==> src/rtl/input_debounce_sync.sv <==
`timescale 1ns/1ps
// Purpose: synchronizes a raw asynchronous 1-bit input and debounces it into a clean level on `out`.
// Latency: SYNC_STAGES + DEBOUNCE_CYCLES - 1 edges after the first edge sampling a new level.
// Backpressure: none, free-running; every sample is consumed. Optional DEBOUNCE_GLITCH_CNT_EN adds glitch_cnt.
module input_debounce_sync #(
    parameter int SYNC_STAGES     = 2,
    parameter int DEBOUNCE_CYCLES = 4,
    localparam int CNT_W          = $clog2(DEBOUNCE_CYCLES)
) (
    input  logic       clk,
    input  logic       rst,
    input  logic       in,
    output logic       out,
    output logic       busy
`ifdef DEBOUNCE_GLITCH_CNT_EN
    ,
    output logic [7:0] glitch_cnt
`endif
);

    typedef enum logic [1:0] {
        STABLE_LO = 2'b00,
        CHK_HI    = 2'b01,
        STABLE_HI = 2'b10,
        CHK_LO    = 2'b11
    } state_t;

    localparam logic [CNT_W-1:0] CNT_LAST = CNT_W'(DEBOUNCE_CYCLES - 1);
    localparam logic [CNT_W-1:0] CNT_ONE  = CNT_W'(1);

    logic [SYNC_STAGES-1:0] sync_q, sync_d;
    logic                   sync_in;
    state_t                 state_q, state_d;
    logic [CNT_W-1:0]       cnt_q, cnt_d;
    logic                   out_q, out_d;
    logic                   busy_q, busy_d;

    // Shift chain: `in` enters only the first flop, sync_in is the last flop.
    always_comb begin
        sync_d = {sync_q[SYNC_STAGES-2:0], in};
    end

    assign sync_in = sync_q[SYNC_STAGES-1];

    // Next-state, stability counter and registered output values.
    always_comb begin
        state_d = state_q;
        cnt_d   = cnt_q;
        out_d   = out_q;
        case (state_q)
            STABLE_LO: begin
                out_d = 1'b0;
                if (sync_in) begin
                    state_d = CHK_HI;
                    cnt_d   = CNT_ONE;
                end else begin
                    cnt_d   = '0;
                end
            end
            CHK_HI: begin
                if (!sync_in) begin
                    state_d = STABLE_LO;
                    cnt_d   = '0;
                end else if (cnt_q == CNT_LAST) begin
                    state_d = STABLE_HI;
                    out_d   = 1'b1;
                    cnt_d   = '0;
                end else begin
                    cnt_d   = cnt_q + CNT_ONE;
                end
            end
            STABLE_HI: begin
                out_d = 1'b1;
                if (!sync_in) begin
                    state_d = CHK_LO;
                    cnt_d   = CNT_ONE;
                end else begin
                    cnt_d   = '0;
                end
            end
            CHK_LO: begin
                if (sync_in) begin
                    state_d = STABLE_HI;
                    cnt_d   = '0;
                end else if (cnt_q == CNT_LAST) begin
                    state_d = STABLE_LO;
                    out_d   = 1'b0;
                    cnt_d   = '0;
                end else begin
                    cnt_d   = cnt_q + CNT_ONE;
                end
            end
            default: begin
                state_d = STABLE_LO;
                out_d   = 1'b0;
                cnt_d   = '0;
            end
        endcase
        busy_d = (state_d == CHK_HI) || (state_d == CHK_LO);
    end

    // State, counter, sync chain and output registers; reset clears everything at once.
    always_ff @(posedge clk or negedge rst) begin
        if (!rst) begin
            sync_q  <= '0;
            state_q <= STABLE_LO;
            cnt_q   <= '0;
            out_q   <= 1'b0;
            busy_q  <= 1'b0;
        end else begin
            sync_q  <= sync_d;
            state_q <= state_d;
            cnt_q   <= cnt_d;
            out_q   <= out_d;
            busy_q  <= busy_d;
        end
    end

    assign out  = out_q;
    assign busy = busy_q;

`ifdef DEBOUNCE_GLITCH_CNT_EN
    logic       glitch_ev;
    logic [7:0] glitch_cnt_q, glitch_cnt_d;

    // A glitch is a qualification abandoned because sync_in fell back to the stable level.
    always_comb begin
        glitch_ev    = ((state_q == CHK_HI) && !sync_in) || ((state_q == CHK_LO) && sync_in);
        glitch_cnt_d = glitch_cnt_q;
        if (glitch_ev && (glitch_cnt_q != 8'hFF)) begin
            glitch_cnt_d = glitch_cnt_q + 8'd1;
        end
    end

    // Saturating glitch counter, cleared only by reset.
    always_ff @(posedge clk or negedge rst) begin
        if (!rst) begin
            glitch_cnt_q <= 8'd0;
        end else begin
            glitch_cnt_q <= glitch_cnt_d;
        end
    end

    assign glitch_cnt = glitch_cnt_q;
`endif

endmodule

==> config.mk <==
export PLATFORM = sky130hd
export DESIGN_NAME = input_debounce_sync
export DESIGN_NICKNAME = d
export VERILOG_FILES = /design/src/rtl/input_debounce_sync.sv
export SDC_FILE = /design/constraint.sdc
export NUM_CORES = 1
export LEC_CHECK = 0
export ABC_AREA = 1
export BUFFER_PORTS_ARGS = -buffer_cell sky130_fd_sc_hd__buf_4
export CORE_AREA = 2 2 39 41
export CTS_CLUSTER_DIAMETER = 120
export DETAILED_ROUTE_END_ITERATION = 8
export DIE_AREA = 0 0 41 43
export GPL_TIMING_DRIVEN = 1
export MAX_ROUTING_LAYER = met4
export SLEW_MARGIN = 10
export SYNTH_ARGS = -nofsm -noshare
export SYNTH_HDL_FRONTEND = slang
export SYNTH_SLANG_ARGS = --single-unit
==> constraint.sdc <==
create_clock -name clk -period 1.06 [get_ports clk]
set_input_delay 0.212 -clock clk [delete_from_list [all_inputs] [get_ports clk]]
set_output_delay 0.212 -clock clk [all_outputs]
set_load 0.05 [all_outputs]
==> qor.txt, run 1 <==
status -> complete, but fails checks
failing checks -> negative setup slack
Die ar. -> 1760 um^2
Sw Ratio -> 0.406
vias in the first global route -> 365
uppermost routed layer -> met3
area growth from synthesis to layout -> 50.3%
minimum clock period -> 1.18 ns
post-synth top area cell -> dfrtp_1
Fill cells -> 133
max-cap violation count -> 0
Leak -> 0.314 nW
Placed Cells -> 80
Internal -> 890 uW
Startpoint Class -> flip-flop
met3 WL post-DR -> 5 um
P_sw -> 609 uW
sequential share of power -> 0.282
top post-synthesis cells by area -> dfrtp_1 (41%), ha_1 (20%), nand2_1 (16%)
# DRC -> 0
Final Cell Area -> 647 um^2
share of cells above drive strength 1 -> 0.443
clk_skew -> 0.00188 ns
crit path DAT -> 0.96 ns
I/O pins -> 5
NumNets Final -> 81
Seq/Total Area, Yosys -> 0.407
# setup viols final -> 6
Slew HR -> 0.876
CTS Buffer Depth -> 2
Yosys reg bits -> 7
routed len/inst -> 9.10 um
Max IR drop VDD -> 1.81 mV
Horiz. Die Dim -> 41 um
combinational power share -> 0.570
Iteration-0 DRC Markers -> 4
clock sink count -> 7
via/cell ratio -> 4.21
area share of the largest cell type after synthesis -> 0.407
DR vias -> 362
Hold WS -> 0.0815 ns
first-pass GRT wire length -> 1.46 mm
drt pass-1 iters -> 2
H-Tree Depth -> 1
Routed WL -> 783 um
wl on met1 -> 348 um
endpoints failing hold -> 0
period utilisation layout -> 1.11
Tot Pwr -> 1.50 mW
antenna viol nets, final -> 0
core region area -> 1380 um^2
Setup Crit Path Kind -> flip-flop to output pin
dpl cell area -> 547 um^2
FMAX -> 850 MHz
leading register cell type out of synthesis -> dfrtp_1
GRT Total Usage -> 0.130
CTS Buf Count -> 3
met2 wire length -> 429 um
CP Max Fanout -> 4
CTS tree -> yes
Netlist cell types -> 11
Synth top cells by count -> nand2_1 (18), dfrtp_1 (7), ha_1 (7), inv_1 (7), nor2_1 (5)
leading cell type by number of instances after synthesis -> nand2_1
Mapped Cells -> 54
Worst-Margin Slew -> 0.184 ns
Reg clk slew, reported paths -> 0.05 ns
Rows -> 14
largest net degree at the start of global routing -> 8
Req. time, crit path -> 0.85 ns
root buffer cell -> clkbuf_4
Multi-input gate area -> 280 um^2
Final Slew Violations -> 0
GP Congestion -> 0.736
Clock Latency Late Sink -> 0.24 ns
mapped cell area -> 430 um^2
unrepaired setup endpoints after global routing -> yes
die height -> 43 um
pwr/cell area -> 2320 nW/um^2
async set-reset flop share out of synthesis -> 1.00
Final HPWL DP -> 626 um
Buffers on Ports -> 4
initial antenna violation count -> 0
Post-synth EDFFs -> 0
Starting Density -> 0.311
Placement Setup Slack -> -0.102 ns
Synth warnings -> 0
CP Capture Type -> output pin
post-route insts no fill -> 86
grt ovf -> 0
mean area per synthesized cell -> 7.97 um^2
clock power share -> 0.149
worst hold path class -> input pin to flip-flop
post-synthesis net count -> 64
Reg area -> 176 um^2
diodes inserted -> 0
final worst slack -> -0.116 ns
## worst max-delay path, cell delays in order, from the launching register on
cell     delay, ns
dfrtp_2       0.45
buf_6         0.14
buf_8         0.14
## kinds of logic (layout without fill, tap and decap cells)
kind of cell / after synthesis / in the layout / share of synthesized area
AO/OA/AOI/OAI: 6 / 6 / 0.0785
adder cells (fa/ha/maj): 7 / 7 / 0.203
buffers and inverters: 8 / 24 / 0.0698
flip-flops: 7 / 7 / 0.407
AND/OR/NAND/NOR: 26 / 26 / 0.241
## cells in the final DEF, fill, tap and decap left out
| master | synthesis | routed |
|---|---|---|
| ha_1 | 7 | 2 |
| ha_2 | 0 | 3 |
| inv_2 | 1 | 2 |
| buf_6 | 0 | 3 |
| o21ai_4 | 0 | 1 |
| dfrtp_2 | 0 | 1 |
| inv_4 | 0 | 1 |
| inv_1 | 7 | 5 |
| a21oi_2 | 0 | 2 |
| o21ai_1 | 0 | 1 |
| nor2_1 | 5 | 5 |
| o21ai_0 | 2 | 1 |
| buf_8 | 0 | 1 |
| dlygate4sd3_1 | 0 | 1 |
| ha_4 | 0 | 2 |
| dfrtp_1 | 7 | 6 |
| nand3_1 | 1 | 1 |
| nand2_1 | 18 | 15 |
| clkbuf_1 | 0 | 1 |
| a21oi_1 | 3 | 1 |
| clkbuf_4 | 0 | 3 |
| nand2_2 | 2 | 5 |
| buf_4 | 0 | 7 |
## routing by layer
| layer | up-vias | track usage |
|---|---|---|
| li1 | 194 | - |
| met1 | 165 | 0.157 |
| met2 | 3 | 0.188 |
| met3 | 0 | 0.0314 |
| met4 | 0 | 0.0800 |
| met5 | - | - |
## final timing paths
| path | start | endpoint | slack (ns) | cells after the start |
|---|---|---|---|---|
| min | in | sync_q[0] | 0.08 | 1 |
| max in group asynchronous | rst | state_q[0] | 0.59 | 2 |
| min reg2reg | sync_q[0] | sync_q[1] | 0.35 | 0 |
| max reg2reg | state_q[0] | state_q[0] | -0.09 | 7 |
| max | state_q[0] | busy | -0.12 | 2 |
| min in group asynchronous | rst | state_q[1] | 0.34 | 2 |
## flip-flops by register name, summed over array words and instances, names as in the netlist
signal / cells
sync_q: 2
out: 1
state_q: 2
cnt_q: 2
## timing repair
action | in CTS | in global routing
pin swaps | 0 | 2
resized for setup | 8 | 8
hold buffers | 1 | 0
setup endpoints to repair | 6 | 6
setup buffers | 0 | 1
endpoints found under the hold margin | 7 | 0
## area by class of cell
class	count	share of cell area
multi-input cells	39	0.433
repair buffers	12	0.172
inverters	8	0.0503
clock buffers	4	0.0406
well taps	16	0.0309
flip-flops and latches	7	0.273
## power by group through the flow
stage | logic [mW] | registers, mW | clock network [mW]
floorplan | 0.295 | 0.544 | 0
global placement | 0.668 | 0.413 | 0
detailed placement | 0.669 | 0.414 | 0
CTS | 0.784 | 0.414 | 0.235
global route | 0.944 | 0.436 | 0.251
finish | 0.854 | 0.422 | 0.223
## metrics by stage
step	TNS [ns]	util
after global routing	-0.845	0.467
after floorplan	-0.472	-
after CTS	-0.357	0.441
after detailed placement	-0.295	0.395
final	-0.430	0.467
after global placement	-0.276	0.395
Power figures use the tool's default switching activity.
==> run 2: changes to the inputs <==
Settings changed: CTS_CLUSTER_DIAMETER 120 to 50.
Clock period 1.06 ns to 1.1 ns, I/O delays scaled along.
==> qor.txt, run 2 (synthesis gave the netlist of run 1 again) <==
final worst slack -> -0.0973 ns (+0.0189 ns)
CTS Buf Count -> 3 (unchanged)
DR vias -> 364 (+0.55%)
Starting Density -> 0.311 (unchanged)
slowest CP cell -> dfrtp_2
status -> complete, but fails checks
Final HPWL DP -> 638 um (+1.9%)
Most common cell on crit path -> nand2_1
Max IR drop VDD -> 1.22 mV (-32%)
crit path launch -> state_q[0]
# DRC -> 0 (unchanged)
Placed Cells -> 78 (-2.5%)
unrepaired setup endpoints after global routing -> yes
Req. time, crit path -> 1.24 ns (+0.39 ns)
Reg clk slew, reported paths -> 0.05 ns (about the same)
CTS Buffer Depth -> 2 (unchanged)
minimum clock period -> 1.20 ns
Tot Pwr -> 1.48 mW (-1.2%)
Hold Path Stages -> 1 (unchanged)
CP peak stage delay -> 0.43 ns (-0.02 ns)
Final Slew Violations -> 0 (unchanged)
Leak -> 0.311 nW (-1.2%)
Reg2Reg Setup Slack -> -0.1 ns (about the same)
Hold Crit Start -> in
core region area -> 1380 um^2 (unchanged)
routed len/inst -> 11.1 um (+22%)
Buffers on Ports -> 4 (unchanged)
Slew HR -> 0.848 (-0.0279)
Iteration-0 DRC Markers -> 5 (+1)
post-layout util -> 0.449 (-0.0181)
failing checks -> negative setup slack
# setup viols final -> 5 (-1)
Worst-Margin Slew -> 0.226 ns (+0.0414 ns)
I/O pins -> 5 (unchanged)
pwr/cell area -> 2380 nW/um^2 (+2.8%)
most frequent cells in the layout -> nand2_1 (17), dfrtp_1 (6), inv_1 (5), buf_4 (5), nor2_1 (4)
first-pass GRT wire length -> 1.46 mm (unchanged)
grt ovf -> 0 (unchanged)
GRT Total Usage -> 0.135 (+0.00431)
clock sink count -> 7 (unchanged)
TNS Setup -> -0.330 ns (+0.0997 ns)
crit-path cells -> buf_6 > ha_4 > nand2_4 > nor2_2 > nor2_1 > nand2_1 > nand2_1 > nand2_1
H-Tree Depth -> 1 (unchanged)
commonest non-fill, non-tap cell in the layout -> nand2_1
area growth from synthesis to layout -> 44.5%
Fill cells -> 142 (+6.8%)
Reg2Reg Launch Point -> state_q[0]
period utilisation layout -> 1.09
crit path DAT -> 1.34 ns (+0.38 ns)
endpoints failing hold -> 0 (unchanged)
Clock Latency Late Sink -> 0.25 ns (about the same)
die height -> 43 um (unchanged)
Die ar. -> 1760 um^2 (unchanged)
GP Congestion -> 0.839 (+14%)
CTS tree -> yes
Horiz. Die Dim -> 41 um (unchanged)
Placement Setup Slack -> -0.0395 ns (+0.0629 ns)
via/cell ratio -> 4.33 (+2.9%)
antenna viol nets, final -> 0 (unchanged)
max-cap violation count -> 0 (unchanged)
CP Max Fanout -> 4 (unchanged)
Setup Crit Path Kind -> flip-flop to flip-flop
Startpoint Class -> flip-flop
NumNets Final -> 79 (-2.5%)
initial antenna violation count -> 0 (unchanged)
CP Capture Type -> flip-flop
Routed WL -> 930 um (+19%)
clk_skew -> 0.00175 ns (-0.000132 ns)
FMAX -> 835 MHz
diodes inserted -> 0 (unchanged)
worst hold path class -> input pin to flip-flop
drt pass-1 iters -> 4 (+2)
worst reg2reg path depth -> 8 (+1)
root buffer cell -> clkbuf_4
post-route insts no fill -> 84 (-2.3%)
Rows -> 14 (unchanged)
largest net degree at the start of global routing -> 8 (unchanged)
largest registers -> cnt_q (2), state_q (2), sync_q (2)
share of cells above drive strength 1 -> 0.397 (-0.0458)
vias in the first global route -> 357 (-2.2%)
## run 2: cell count changes in the layout (fill, tap and decap cells not counted), sizes merged
cell	change
buf	-2
## run 2: power by group
part | leakage [nW] | switching (mW) | internal, mW
Sequential | 0.0863 | 0.0651 | 0.331
Clock | 0.0150 | 0.0941 | 0.138
Combinational | 0.209 | 0.450 | 0.403
Total | 0.311 | 0.609 | 0.872
## run 2: metal layers
metal,wire length (um),global-route usage
met1,401,0.161
met2,479,0.188
met3,21,0.0157
met4,28,0.120
met5,0,-
## run 2: layout make-up
type	count	area, um^2	share of cell area
repair buffers	10	96.3	0.155
clock buffers	4	26.3	0.0423
inverters	8	30.0	0.0483
multi-input cells	39	273	0.439
flip-flops and latches	7	176	0.284
well taps	16	20.0	0.0322
## run 2: final timing paths
kind | end
worst max-delay path | state_q[1]
worst min-delay path | sync_q[0]
worst max register to register | state_q[1]
worst min register to register | sync_q[1]
max in group asynchronous | state_q[0]
min in group asynchronous | cnt_q[1]
## run 2: timing repair
item | 4_1_cts | 5_1_grt
setup endpoints to repair | 5 | 6
gates resized for setup | 8 | 4
hold buffers | 1 | 0
pin swaps | 3 | 4
endpoints found under the hold margin | 7 | 0
buffers inserted | 1 | 0
## run 2: worst max-delay path, delay by kind of cell (launching register included)
kind | cells | cell delay [ns]
adder cells (fa/ha/maj) | 1 | 0.16
buffers and inverters | 1 | 0.13
flip-flops | 1 | 0.43
AND/OR/NAND/NOR | 6 | 0.36
## run 2: through the flow
step                area [um^2]  hold slack, ns
floorplan                   452         -0.0756
global placement            532          0.0382
detailed placement          532          0.0381
CTS                         607          0.0649
global route                622          0.0640
finish                      622          0.0747
==> run 3: changes to the inputs <==
Settings changed: HOLD_SLACK_MARGIN set to 0.05, RECOVER_POWER set to 25.
==> qor.txt, run 3 (synthesis gave the netlist of run 1 again) <==
Startpoint Class -> flip-flop
Clock Latency Late Sink -> 0.25 ns (about the same)
Internal -> 869 uW (-0.29%)
antenna viol nets, final -> 0 (unchanged)
P_sw -> 606 uW (-0.61%)
diodes inserted -> 0 (unchanged)
grt ovf -> 0 (unchanged)
core region area -> 1380 um^2 (unchanged)
clock sink count -> 7 (unchanged)
FMAX -> 836 MHz (about the same)
sequential share of power -> 0.268 (about the same)
max-cap violation count -> 0 (unchanged)
clk_skew -> 0.00217 ns (+0.000421 ns)
endpoints failing hold -> 0 (unchanged)
most frequent cells in the layout -> nand2_1 (17), dfrtp_1 (6), inv_1 (5)
Worst-Margin Slew -> 0.396 ns (+0.170 ns)
Slew HR -> 0.736 (-0.112)
routed len/inst -> 11.0 um (-0.43%)
failing checks -> negative setup slack
GRT Total Usage -> 0.135 (unchanged)
Hold WS -> 0.0976 ns (+0.0229 ns)
Req. time, crit path -> 1.24 ns (about the same)
# DRC -> 0 (unchanged)
CP Max Fanout -> 4 (unchanged)
first-pass GRT wire length -> 1.46 mm (unchanged)
Routed WL -> 926 um (-0.43%)
initial antenna violation count -> 0 (unchanged)
root buffer cell -> clkbuf_4
status -> complete, but fails checks
die height -> 43 um (unchanged)
minimum clock period -> 1.20 ns (-0.000593 ns)
commonest non-fill, non-tap cell in the layout -> nand2_1
vias in the first global route -> 357 (unchanged)
Starting Density -> 0.311 (unchanged)
pwr/cell area -> 2390 nW/um^2 (+0.18%)
Iteration-0 DRC Markers -> 5 (unchanged)
Buffers on Ports -> 4 (unchanged)
CTS Buf Count -> 3 (unchanged)
final worst slack -> -0.0967 ns (+0.000593 ns)
Multi-input gate area -> 273 um^2 (unchanged)
Tot Pwr -> 1.47 mW (-0.42%)
combinational power share -> 0.575 (about the same)
area growth from synthesis to layout -> 43.6%
Fill cells -> 142 (unchanged)
drt pass-1 iters -> 2 (-2)
Die ar. -> 1760 um^2 (unchanged)
via/cell ratio -> 4.35 (+0.27%)
CTS Buffer Depth -> 2 (unchanged)
Sw Ratio -> 0.411 (-0.000785)
CP Capture Type -> flip-flop
I/O pins -> 5 (unchanged)
Setup Crit Path Kind -> flip-flop to flip-flop
NumNets Final -> 79 (unchanged)
H-Tree Depth -> 1 (unchanged)
Reg area -> 176 um^2 (unchanged)
Max IR drop VDD -> 1.21 mV (-0.68%)
largest registers -> cnt_q (2), state_q (2), sync_q (2)
crit path DAT -> 1.34 ns (about the same)
GP Congestion -> 0.839 (unchanged)
unrepaired setup endpoints after global routing -> yes
Final Slew Violations -> 0 (unchanged)
DR vias -> 365 (+0.27%)
worst hold path class -> input pin to flip-flop
CTS tree -> yes
share of cells above drive strength 1 -> 0.382 (-0.0147)
clock power share -> 0.157 (about the same)
Leak -> 0.307 nW (-1.2%)
period utilisation layout -> 1.09 (about the same)
Final HPWL DP -> 638 um (unchanged)
largest net degree at the start of global routing -> 8 (unchanged)
Rows -> 14 (unchanged)
Reg clk slew, reported paths -> 0.05 ns (about the same)
# setup viols final -> 5 (unchanged)
Horiz. Die Dim -> 41 um (unchanged)
[run 3: worst max-delay path, cell delays in order (launching register included)]
cell,delay [ns]
dfrtp_2,0.43
buf_6,0.13
ha_4,0.16
nand2_4,0.07
nor2_2,0.04
nor2_1,0.09
nand2_1,0.05
nand2_1,0.06
nand2_1,0.05
[run 3: through the flow]
| step | setup WS (ns) | cell area [um^2] | instances | util | TNS [ns] |
|---|---|---|---|---|---|
| floorplan | -0.0805 | 452 | 54 | - | -0.278 |
| finish | -0.0967 | 618 | 84 | 0.447 | -0.323 |
| CTS | -0.0837 | 607 | 84 | 0.439 | -0.302 |
| global placement | -0.0431 | 532 | 78 | 0.384 | -0.0739 |
| global route | -0.166 | 618 | 84 | 0.447 | -0.635 |
| detailed placement | -0.0395 | 532 | 78 | 0.384 | -0.0972 |
[run 3: repair_timing]
item,in CTS,in global routing
setup endpoints to repair,5,6
pin swaps,3,4
resized for setup,8,4
hold buffers,1,0
hold endpoints to repair,7,0
buffers inserted,1,0
[run 3: cell type report]
class,count,area share
inverters,8,0.0486
multi-input cells,39,0.441
clock buffers,4,0.0425
well taps,16,0.0324
flip-flops and latches,7,0.285
repair buffers,10,0.150
[run 3: power by group through the flow]
stage	Combinational (mW)	Clock, mW	Sequential [mW]
floorplan	0.284	0	0.524
global placement	0.635	0	0.399
detailed placement	0.638	0	0.400
CTS	0.804	0.246	0.397
global route	0.938	0.255	0.405
finish	0.848	0.232	0.396
[run 3: routing by layer]
layer,vias up,share of wire,GRT usage
li1,192,-,-
met1,164,0.43,0.161
met2,5,0.52,0.188
met3,4,0.019,0.0157
met4,0,0.032,0.120
met5,-,0,-
[run 3: final timing paths]
path,start,end,slack (ns),depth (start not counted)
max,state_q[0],state_q[1],-0.1,8
max in group asynchronous,rst,state_q[0],0.40,2
min in group asynchronous,rst,cnt_q[1],0.40,2
min,in,sync_q[0],0.1,1
min reg2reg,sync_q[0],sync_q[1],0.35,0
max reg2reg,state_q[0],state_q[1],-0.1,8
